--- config.mk ---
export PLATFORM = sky130hd
export DESIGN_NAME = dff_skid_slice_flat
export DESIGN_NICKNAME = d
export VERILOG_FILES = /design/src/rtl/dff_skid_slice_pkg.sv /design/src/rtl/dff_skid_slice_if.sv /design/src/rtl/dff_skid_slice_reg.sv /design/src/rtl/dff_skid_slice.sv /design/src/flat_wrapper.sv
export SDC_FILE = /design/constraint.sdc
export NUM_CORES = 1
export LEC_CHECK = 0
export ABC_AREA = 1
export ABC_CLOCK_PERIOD_IN_PS = 4300
export BUFFER_PORTS_ARGS = -buffer_cell sky130_fd_sc_hd__buf_2
export CORE_MARGIN = 5
export CORE_UTILIZATION = 55
export DETAILED_ROUTE_END_ITERATION = 10
export GPL_TIMING_DRIVEN = 0
export PLACE_DENSITY = 0.82
export RECOVER_POWER = 50
export SYNTH_ARGS = -nofsm -noshare
export SYNTH_HDL_FRONTEND = slang
export SYNTH_HIERARCHICAL = 1
export SYNTH_SLANG_ARGS = --single-unit
--- constraint.sdc ---
create_clock -name CLK -period 4.3 [get_ports CLK]
set_input_delay 0.215 -clock CLK [delete_from_list [all_inputs] [get_ports CLK]]
set_output_delay 0.215 -clock CLK [all_outputs]
set_load 0.005 [all_outputs]
--- src/rtl/dff_skid_slice_pkg.sv ---
// Shared types for the skid slice: FSM state encoding and default payload width.
package skid_slice_pkg;

    typedef enum logic [1:0] {
        SKID_EMPTY = 2'd0,
        SKID_MAIN  = 2'd1,
        SKID_FULL  = 2'd2
    } skid_state_e;

    localparam int SkidDefaultWidth = 8;

endpackage

--- src/rtl/dff_skid_slice_if.sv ---
// Valid/ready bundle around the skid slice; slave is the slice's view, master the environment's.
interface dff_skid_slice_if
    import skid_slice_pkg::*;
#(
    parameter int Width = SkidDefaultWidth
);

    logic             in_valid;
    logic             in_ready;
    logic [Width-1:0] in_data;
    logic             out_valid;
    logic             out_ready;
    logic [Width-1:0] out_data;

    modport slave (
        input  in_valid,
        input  in_data,
        input  out_ready,
        output in_ready,
        output out_valid,
        output out_data
    );

    modport master (
        output in_valid,
        output in_data,
        output out_ready,
        input  in_ready,
        input  out_valid,
        input  out_data
    );

endinterface

--- src/rtl/dff_skid_slice_reg.sv ---
// Enabled data register with asynchronous active-low reset to a per-instance value.
module dff_skid_slice_reg
    import skid_slice_pkg::*;
#(
    parameter int               Width  = SkidDefaultWidth,
    parameter logic [Width-1:0] RstVal = '0
) (
    input  logic             CLK,
    input  logic             RSTN,
    input  logic             en,
    input  logic [Width-1:0] d,
    output logic [Width-1:0] q
);

    always_ff @(posedge CLK or negedge RSTN) begin
        if (!RSTN) begin
            q <= RstVal;
        end else if (en) begin
            q <= d;
        end
    end

endmodule

--- src/rtl/dff_skid_slice.sv ---
// Two-entry valid/ready slice (main + skid) with both handshake directions decoded from state flops.
// Optional simulation X/stability checks are enabled by defining DFF_SKID_SLICE_XCHECK_EN.
module dff_skid_slice
    import skid_slice_pkg::*;
#(
    parameter int               Width  = SkidDefaultWidth,
    parameter logic [Width-1:0] RstVal = '0
) (
    input  logic             CLK,
    input  logic             RSTN,
    input  logic             flush,
    dff_skid_slice_if.slave  bus
);

    skid_state_e      state;
    skid_state_e      state_next;
    logic             in_fire;
    logic             out_fire;
    logic             main_en;
    logic             skid_en;
    logic             main_from_skid;
    logic [Width-1:0] main_d;
    logic [Width-1:0] main_q;
    logic [Width-1:0] skid_q;

    assign in_fire  = bus.in_valid & bus.in_ready;
    assign out_fire = bus.out_valid & bus.out_ready;

    always_ff @(posedge CLK or negedge RSTN) begin
        if (!RSTN) begin
            state <= SKID_EMPTY;
        end else begin
            state <= state_next;
        end
    end

    always_comb begin
        state_next     = state;
        main_en        = 1'b0;
        skid_en        = 1'b0;
        main_from_skid = 1'b0;
        case (state)
            SKID_EMPTY: begin
                if (in_fire) begin
                    state_next = SKID_MAIN;
                    main_en    = 1'b1;
                end
            end
            SKID_MAIN: begin
                case ({in_fire, out_fire})
                    2'b11: main_en = 1'b1;
                    2'b10: begin
                        state_next = SKID_FULL;
                        skid_en    = 1'b1;
                    end
                    2'b01: state_next = SKID_EMPTY;
                    default: state_next = SKID_MAIN;
                endcase
            end
            SKID_FULL: begin
                if (out_fire) begin
                    state_next     = SKID_MAIN;
                    main_en        = 1'b1;
                    main_from_skid = 1'b1;
                end
            end
            default: state_next = SKID_EMPTY;
        endcase
        // Flush drops occupancy only; suppressing the loads keeps the data regs untouched.
        if (flush) begin
            state_next = SKID_EMPTY;
            main_en    = 1'b0;
            skid_en    = 1'b0;
        end
    end

    assign main_d = main_from_skid ? skid_q : bus.in_data;

    dff_skid_slice_reg #(.Width(Width), .RstVal(RstVal)) main_reg (
        .CLK  (CLK),
        .RSTN (RSTN),
        .en   (main_en),
        .d    (main_d),
        .q    (main_q)
    );

    dff_skid_slice_reg #(.Width(Width), .RstVal(RstVal)) skid_reg (
        .CLK  (CLK),
        .RSTN (RSTN),
        .en   (skid_en),
        .d    (bus.in_data),
        .q    (skid_q)
    );

    assign bus.out_valid = (state != SKID_EMPTY);
    assign bus.in_ready  = (state != SKID_FULL);
    assign bus.out_data  = main_q;

`ifdef DFF_SKID_SLICE_XCHECK_EN
`ifndef SYNTHESIS
    logic             stall_q;
    logic [Width-1:0] stall_data_q;

    always_ff @(posedge CLK or negedge RSTN) begin
        if (!RSTN) begin
            stall_q      <= 1'b0;
            stall_data_q <= RstVal;
        end else begin
            if ($isunknown({bus.in_valid, bus.out_ready, flush})) begin
                $error("dff_skid_slice: X on in_valid/out_ready/flush");
            end
            if (in_fire && $isunknown(bus.in_data)) begin
                $error("dff_skid_slice: X on in_data during in_fire");
            end
            if (stall_q && (bus.out_data !== stall_data_q)) begin
                $error("dff_skid_slice: out_data changed while stalled");
            end
            stall_q      <= bus.out_valid & ~bus.out_ready;
            stall_data_q <= bus.out_data;
        end
    end
`endif
`else
`endif

endmodule

--- src/flat_wrapper.sv ---
// flat-port wrapper written by rule: the top's interface ports become plain ports
module dff_skid_slice_flat import skid_slice_pkg::*;
#(
    parameter int               Width  = SkidDefaultWidth,
    parameter logic [Width-1:0] RstVal = '0
)
  (CLK, RSTN, flush, bus_in_valid, bus_in_data, bus_out_ready, bus_in_ready, bus_out_valid, bus_out_data);
  dff_skid_slice_if #(.Width(Width)) bus_i ();
  input  logic CLK;
  input  logic RSTN;
  input  logic flush;
  input wire logic [$bits(bus_i.in_valid)-1:0] bus_in_valid;
  input wire logic [$bits(bus_i.in_data)-1:0] bus_in_data;
  input wire logic [$bits(bus_i.out_ready)-1:0] bus_out_ready;
  output wire logic [$bits(bus_i.in_ready)-1:0] bus_in_ready;
  output wire logic [$bits(bus_i.out_valid)-1:0] bus_out_valid;
  output wire logic [$bits(bus_i.out_data)-1:0] bus_out_data;
  assign bus_i.in_valid = bus_in_valid;
  assign bus_i.in_data = bus_in_data;
  assign bus_i.out_ready = bus_out_ready;
  assign bus_in_ready = bus_i.in_ready;
  assign bus_out_valid = bus_i.out_valid;
  assign bus_out_data = bus_i.out_data;
  dff_skid_slice #(.Width(Width), .RstVal(RstVal)) u_core (.CLK(CLK), .RSTN(RSTN), .flush(flush), .bus(bus_i));
endmodule
==> results.toml, run 1 <==
[logic_synthesis]
syn-cell-area_sq_um = 942
avgSynthCellArea_sq_um = 7.36
yosysWarnings = 6
yosysUniqueCellTypes = 15
yosysSeqAreaShare = 0.478
synth_cells = 128
synth_nets = 142
synth-seq-cells = 18

[grt]
grt_pass1_wl_um = 3280
grt-ovfl-total = 0
grt_pass1_vias = 781
grt_usage = 0.166
grt_max_degree = 19
antenna_found_initial = 0

[routing]
drc = 0
ant_nets = 0
detail_route.iter0.violations = 22
routed-via-count = 859
drt_wl_total_um = 1930
drt-vias-per-instance = 5.02
post_drt_wl_per_cell_um = 11.3
first_pass_iters = 4

[clock_tree]
numCtsBuffers = 3
cts_sinks = 18
post_cts_buffers = 0
clk_path_buf_depth = 2
h-tree-depth = 1
cts_tree = "yes"
clk_pin_slew_ns = 0.10
worstSkewPairLatency_ns = 0.29
clockRootBuffer = "clkbuf_4"

[final_layout]
area_growth_pct = 17.1
final_common_cell = "nand2_1"
final_cell_mix = "nand2_1, buf_2, dfrtp_1, nand3_1, inv_1"
antenna_cells = 0
nNetsFinal = 170
nFillCells = 162
drive_above_1_share = 0.221
finalCoreUtilization = 0.661
postLayoutCellArea_sq_um = 1100

[worst_setup_path]
crit_family = "buffers and inverters"
path_max_fanout = 10
end_kind = "flop"
cp.depth = 13
critPathKind = "reg2reg"
critPathSlowestCell = "dfrtp_1"
required_ns = 4.49
reg2reg_to = "u_core/skid_reg/q[5]"
path_buf_inv = 6
cp_slowest_stage_delay_ns = 0.41
rr_worst_depth = 13
crit_top_cell = "nand2_1"
timing.rr.start = "u_core/state[1]"
cp-start-kind = "flop"
critPathArrivalTime_ns = 1.89
rrSetupSlack_ns = 2.60
crit_chain = "inv_2, nor2_4, buf_6, nor2_1, ha_1, inv_1, nor2_1, nand2_1, inv_1, buf_6, inv_2, nand2_1, nand2_1"

[power]
ir_drop_v = 0.000290
p_leak_nw = 0.673
power.density_nw_per_um2 = 564

[sta]
slew_headroom = 0.361
setup_viol = 0
worstMarginPinSlew_ns = 0.959
hold_viol = 0
timing.final.ws_setup_ns = 2.60
drv_slew = 0
period_minus_slack_ns = 1.70
max_freq_ghz = 0.589
rsz0062_at_grt = "false"
timing.final.crit_share = 0.395
hold_slack_ns = 0.110
fin_skew_ns = 0.000461
finalSetupTns_ns = 0

[placed_design]
hpwl_um = 1410
dpl_worst_slack_ns = 2.64
port_buffers = 22
dpl_cell_area_sq_um = 1070
gp_congestion = 0.753

[floorplanning]
die_w_um = 51.4
start_util = 0.564
rows = 15
io_pins = 23
dieArea_sq_um = 2640
core_sq_um = 1670
chipHeight_um = 51.4

[flow_run]
cap_viol_max_count = 0

[min_path]
worstHoldPathCells = 2
hp-class = "in2reg"
min_delay_worst_endpoint = "u_core/state[0]"
hold_start = "flush"

[status]
status = "finished clean"
worst max path at each step:
stage,end,slack [ns],from
final,u_core/skid_reg/q[5],2.60,u_core/state[1]
after floorplan,u_core/skid_reg/q[0],2.81,u_core/state[1]
after CTS,u_core/skid_reg/q[5],2.60,u_core/state[1]
after detailed placement,u_core/skid_reg/q[0],2.64,u_core/state[1]
after global placement,u_core/skid_reg/q[0],2.68,u_core/state[1]
after global routing,u_core/skid_reg/q[7],2.48,u_core/state[1]
sequential cells by signal, summed over array words and instances (netlist names):
signal / count
u_core/main_reg/q: 8
u_core/skid_reg/q: 8
u_core/state: 2
timing repair:
item                                   4_1_cts  5_1_grt
hold buffers                                 1        0
endpoints found under the hold margin       18        0
resized for setup                            0        0
routing by layer:
| metal | global-route usage | vias to the layer above | wire length (um) |
|---|---|---|---|
| met4 | 0.0786 | 0 | 34 |
| li1 | - | 448 | - |
| met5 | 0 | - | 0 |
| met1 | 0.223 | 388 | 843 |
| met3 | 0.0292 | 4 | 82 |
| met2 | 0.256 | 19 | 973 |
Yosys cell counts:
| master | number | share of area |
|---|---|---|
| nand2_4 | 1 | 0.012 |
| nand2_1 | 74 | 0.29 |
| ha_1 | 1 | 0.013 |
| a31oi_1 | 1 | 0.0066 |
| inv_1 | 6 | 0.024 |
| buf_4 | 1 | 0.0080 |
| dfrtp_1 | 18 | 0.48 |
| nor2_1 | 4 | 0.016 |
| nand4_2 | 1 | 0.013 |
| a21oi_1 | 1 | 0.0053 |
| inv_2 | 4 | 0.016 |
| nor2_4 | 1 | 0.012 |
| buf_6 | 3 | 0.036 |
| nand3_1 | 11 | 0.058 |
| or2_1 | 1 | 0.0066 |
power by group:
group          internal, mW  total (mW)  switching (mW)  leakage (nW)
Combinational         0.107       0.256           0.149         0.432
Clock                0.0326      0.0822          0.0496        0.0138
Sequential            0.243       0.284          0.0409         0.227
Total                 0.382       0.622           0.240         0.673
worst reg2reg max path, cell delays in order (launching register included):
cell	delay, ns
dfrtp_1	0.41
inv_2	0.14
nor2_4	0.06
buf_6	0.14
nor2_1	0.09
ha_1	0.14
inv_1	0.04
nor2_1	0.09
nand2_1	0.08
inv_1	0.08
buf_6	0.13
inv_2	0.08
nand2_1	0.07
nand2_1	0.05
cells by family after synthesis:
logic type | Yosys count | synth area share
AOI/OAI and AO/OA | 2 | 0.0120
adders and majority gates | 1 | 0.0133
buffers and inverters | 14 | 0.0837
DFF | 18 | 0.478
and+or+nand+nor | 93 | 0.413
metrics by stage:
step / instances / total power, mW
after detailed placement: 167 / 0.546
after global placement: 167 / 0.533
final: 171 / 0.622
after CTS: 171 / 0.631
after global routing: 171 / 0.681
after floorplan: 128 / 0.454
area by class of cell:
cell class              instances  area (sq um)  area share
inverters                      10          37.5      0.0340
repair buffers                 23           118       0.107
multi-input cells              96           413       0.374
clock buffers                   3          22.5      0.0204
well taps                      17          21.3      0.0193
plain buffers                   4          41.3      0.0374
flip-flops and latches         18           450       0.408
Note: power is estimated with default switching activity, not from simulation.
==> run 2: changes to the inputs <==
ABC_CLOCK_PERIOD_IN_PS = 1600   (was 4300)
CORE_UTILIZATION = 51   (was 55)
PLACE_DENSITY = 0.77   (was 0.82)
clock period = 1.6 ns   (was 4.3 ns; I/O delays follow)
==> run 2 against run 1 <==
Net effect:
- core utilization rose by 8.3 points
- cell count is 13% higher
- final area rose by 18%
- fmax up 13%
- clock-buffer cell count stayed put
- die area is 6.3% higher
- global-route usage up 1.8 points
- sequential cell count unchanged
- setup slack worse by 2.5 ns
- clock power rose to 2.6 times the previous value
- clock skew rose by 0.0058 ns
- total power grew to 3.0 times the previous value
- critical path type unchanged
- critical endpoint is now u_core/state[1]
- highest routed layer unchanged
==> results.toml, run 2 (synthesized netlist as in run 1, its figures left out) <==
[placed_design]
dpl_worst_slack_ns = -0.121
port_buffers = 22
place_inst = 175
gp_congestion = 0.731
hpwl_um = 1380

[worst_setup_path]
cp_slowest_stage_delay_ns = 0.46
setup.worst_path.end = "u_core/state[1]"
critPathArrivalTime_ns = 1.70
reg2reg_to = "u_core/state[1]"
cp-start-kind = "flop"
rr_worst_depth = 11
crit_chain = "nor2_4, nor2_4, ha_4, inv_2, nor2_2, nand2_1, buf_4, buf_4, nand3_1, nand2_1, inv_1"
critPathSlowestCell = "dfrtp_2"
timing.rr.start = "u_core/state[0]"
path_max_fanout = 5
end_kind = "flop"
rrSetupSlack_ns = 0.09
required_ns = 1.79
startpoint = "u_core/state[0]"
critPathKind = "reg2reg"

[final_layout]
final_common_cell = "nand2_1"
final_cell_mix = "nand2_1, buf_2, dfrtp_1, nand3_1, buf_4"
multi_input_area_sq_um = 470
antenna_cells = 0
area_growth_pct = 37.7
seq_area_sq_um = 452
nFillCells = 134
reg_top3 = "u_core/main_reg/q x8, u_core/skid_reg/q x8, u_core/state x2"
drive_above_1_share = 0.357
nNetsFinal = 184
stdcell_count = 193

[sta]
hold_viol = 0
worstMarginPinSlew_ns = 0.928
max_freq_ghz = 0.664
slew_headroom = 0.381
timing.final.crit_share = 0.941
drv_slew = 0
fin_skew_ns = 0.00629
setup_viol = 0
timing.final.ws_setup_ns = 0.0939
hold_slack_ns = 0.00755
period_minus_slack_ns = 1.51

[power]
swShare = 0.382
p_sw_uw = 719
intPower_mw = 1.16
clkPwrFrac = 0.112
p_total_mw = 1.88
ir_drop_v = 0.000935
power.density_nw_per_um2 = 1450
p_leak_nw = 0.743
combPwrFrac = 0.471
power_frac_seq = 0.417

[grt]
grt_max_degree = 19
grt-ovfl-total = 0
grt_usage = 0.184
antenna_found_initial = 0
grt_pass1_vias = 818
grt_pass1_wl_um = 3650

[routing]
post_drt_wl_per_cell_um = 11.5
routed-via-count = 925
drt_wl_total_um = 2210
drt-vias-per-instance = 4.79
ant_nets = 0
first_pass_iters = 4
detail_route.iter0.violations = 31
drc = 0

[status]
status = "finished clean"

[floorplanning]
core_sq_um = 1750
die_w_um = 53.0
io_pins = 23
dieArea_sq_um = 2810
chipHeight_um = 53.0
start_util = 0.540
rows = 15

[clock_tree]
clockRootBuffer = "clkbuf_4"
clk_pin_slew_ns = 0.09
worstSkewPairLatency_ns = 0.29
numCtsBuffers = 3
cts_tree = "yes"
h-tree-depth = 1
cts_sinks = 18
clk_path_buf_depth = 2

[min_path]
hp-class = "in2reg"

[flow_run]
cap_viol_max_count = 0
[run 2: cell count changes in the layout (fill, tap and decap cells not counted), moves of 5 or more]
cell,previous run,this run
buf_4,1,10
nand2_1,74,64
dlygate4sd3_1,1,6
nand2_2,0,8
[run 2: cell type report]
class / count / share of cell area
multi-input combinational: 96 / 0.363
clock buffer: 3 / 0.0174
timing repair buffer: 38 / 0.186
sequential: 18 / 0.348
inverter: 10 / 0.0386
buffer: 3 / 0.0231
tap: 25 / 0.0241
[run 2: per-stage QoR]
| stage | utilization | TNS (ns) | cell area (sq um) |
|---|---|---|---|
| floorplan | - | 0 | 942 |
| detailed placement | 0.621 | -0.868 | 1080 |
| global placement | 0.621 | -0.315 | 1080 |
| global route | 0.743 | -0.0151 | 1300 |
| CTS | 0.694 | 0 | 1210 |
| finish | 0.743 | 0 | 1300 |
[run 2: what timing repair did]
item,in CTS,in global routing
gates resized for setup,6,18
endpoints found under the setup margin,8,18
buffers inserted,5,5
pin swaps,3,6
hold buffers,6,0
endpoints found under the hold margin,23,0
gates cloned,1,0
[run 2: per-layer routing]
metal / GRT usage / wire length (um) / vias up
li1: - / - / 475
met1: 0.232 / 914 / 401
met2: 0.287 / 1030 / 38
met3: 0.0620 / 165 / 11
met4: 0.0723 / 97 / 0
met5: 0 / 0 / -
[run 2: critical path, delay by kind of cell, from the launching register on]
kind          cells  cell delay [ns]
buf+inv           4             0.29
fa+ha+maj         1             0.15
simple gates      6             0.52
flops             1             0.46
[run 2: worst min path at each step]
| stage | from | endpoint | cells after the start |
|---|---|---|---|
| 5_1_grt | bus_in_data[0] | u_core/skid_reg/q[0] | 3 |
| 2_1_floorplan | RSTN | u_core/main_reg/q[0] | 0 |
| 6_report | bus_in_data[3] | u_core/skid_reg/q[3] | 3 |
| 3_3_place_gp | RSTN | u_core/state[0] | 1 |
| 3_5_place_dp | RSTN | u_core/state[0] | 1 |
| 4_1_cts | bus_in_data[3] | u_core/skid_reg/q[3] | 3 |
[run 2: power groups by stage]
stage / clock (mW) / combinational [mW] / sequential (mW)
after floorplan: 0 / 0.450 / 0.772
after global placement: 0 / 0.668 / 0.764
after detailed placement: 0 / 0.688 / 0.771
after CTS: 0.221 / 0.760 / 0.760
after global routing: 0.247 / 1.00 / 0.809
final: 0.211 / 0.885 / 0.783
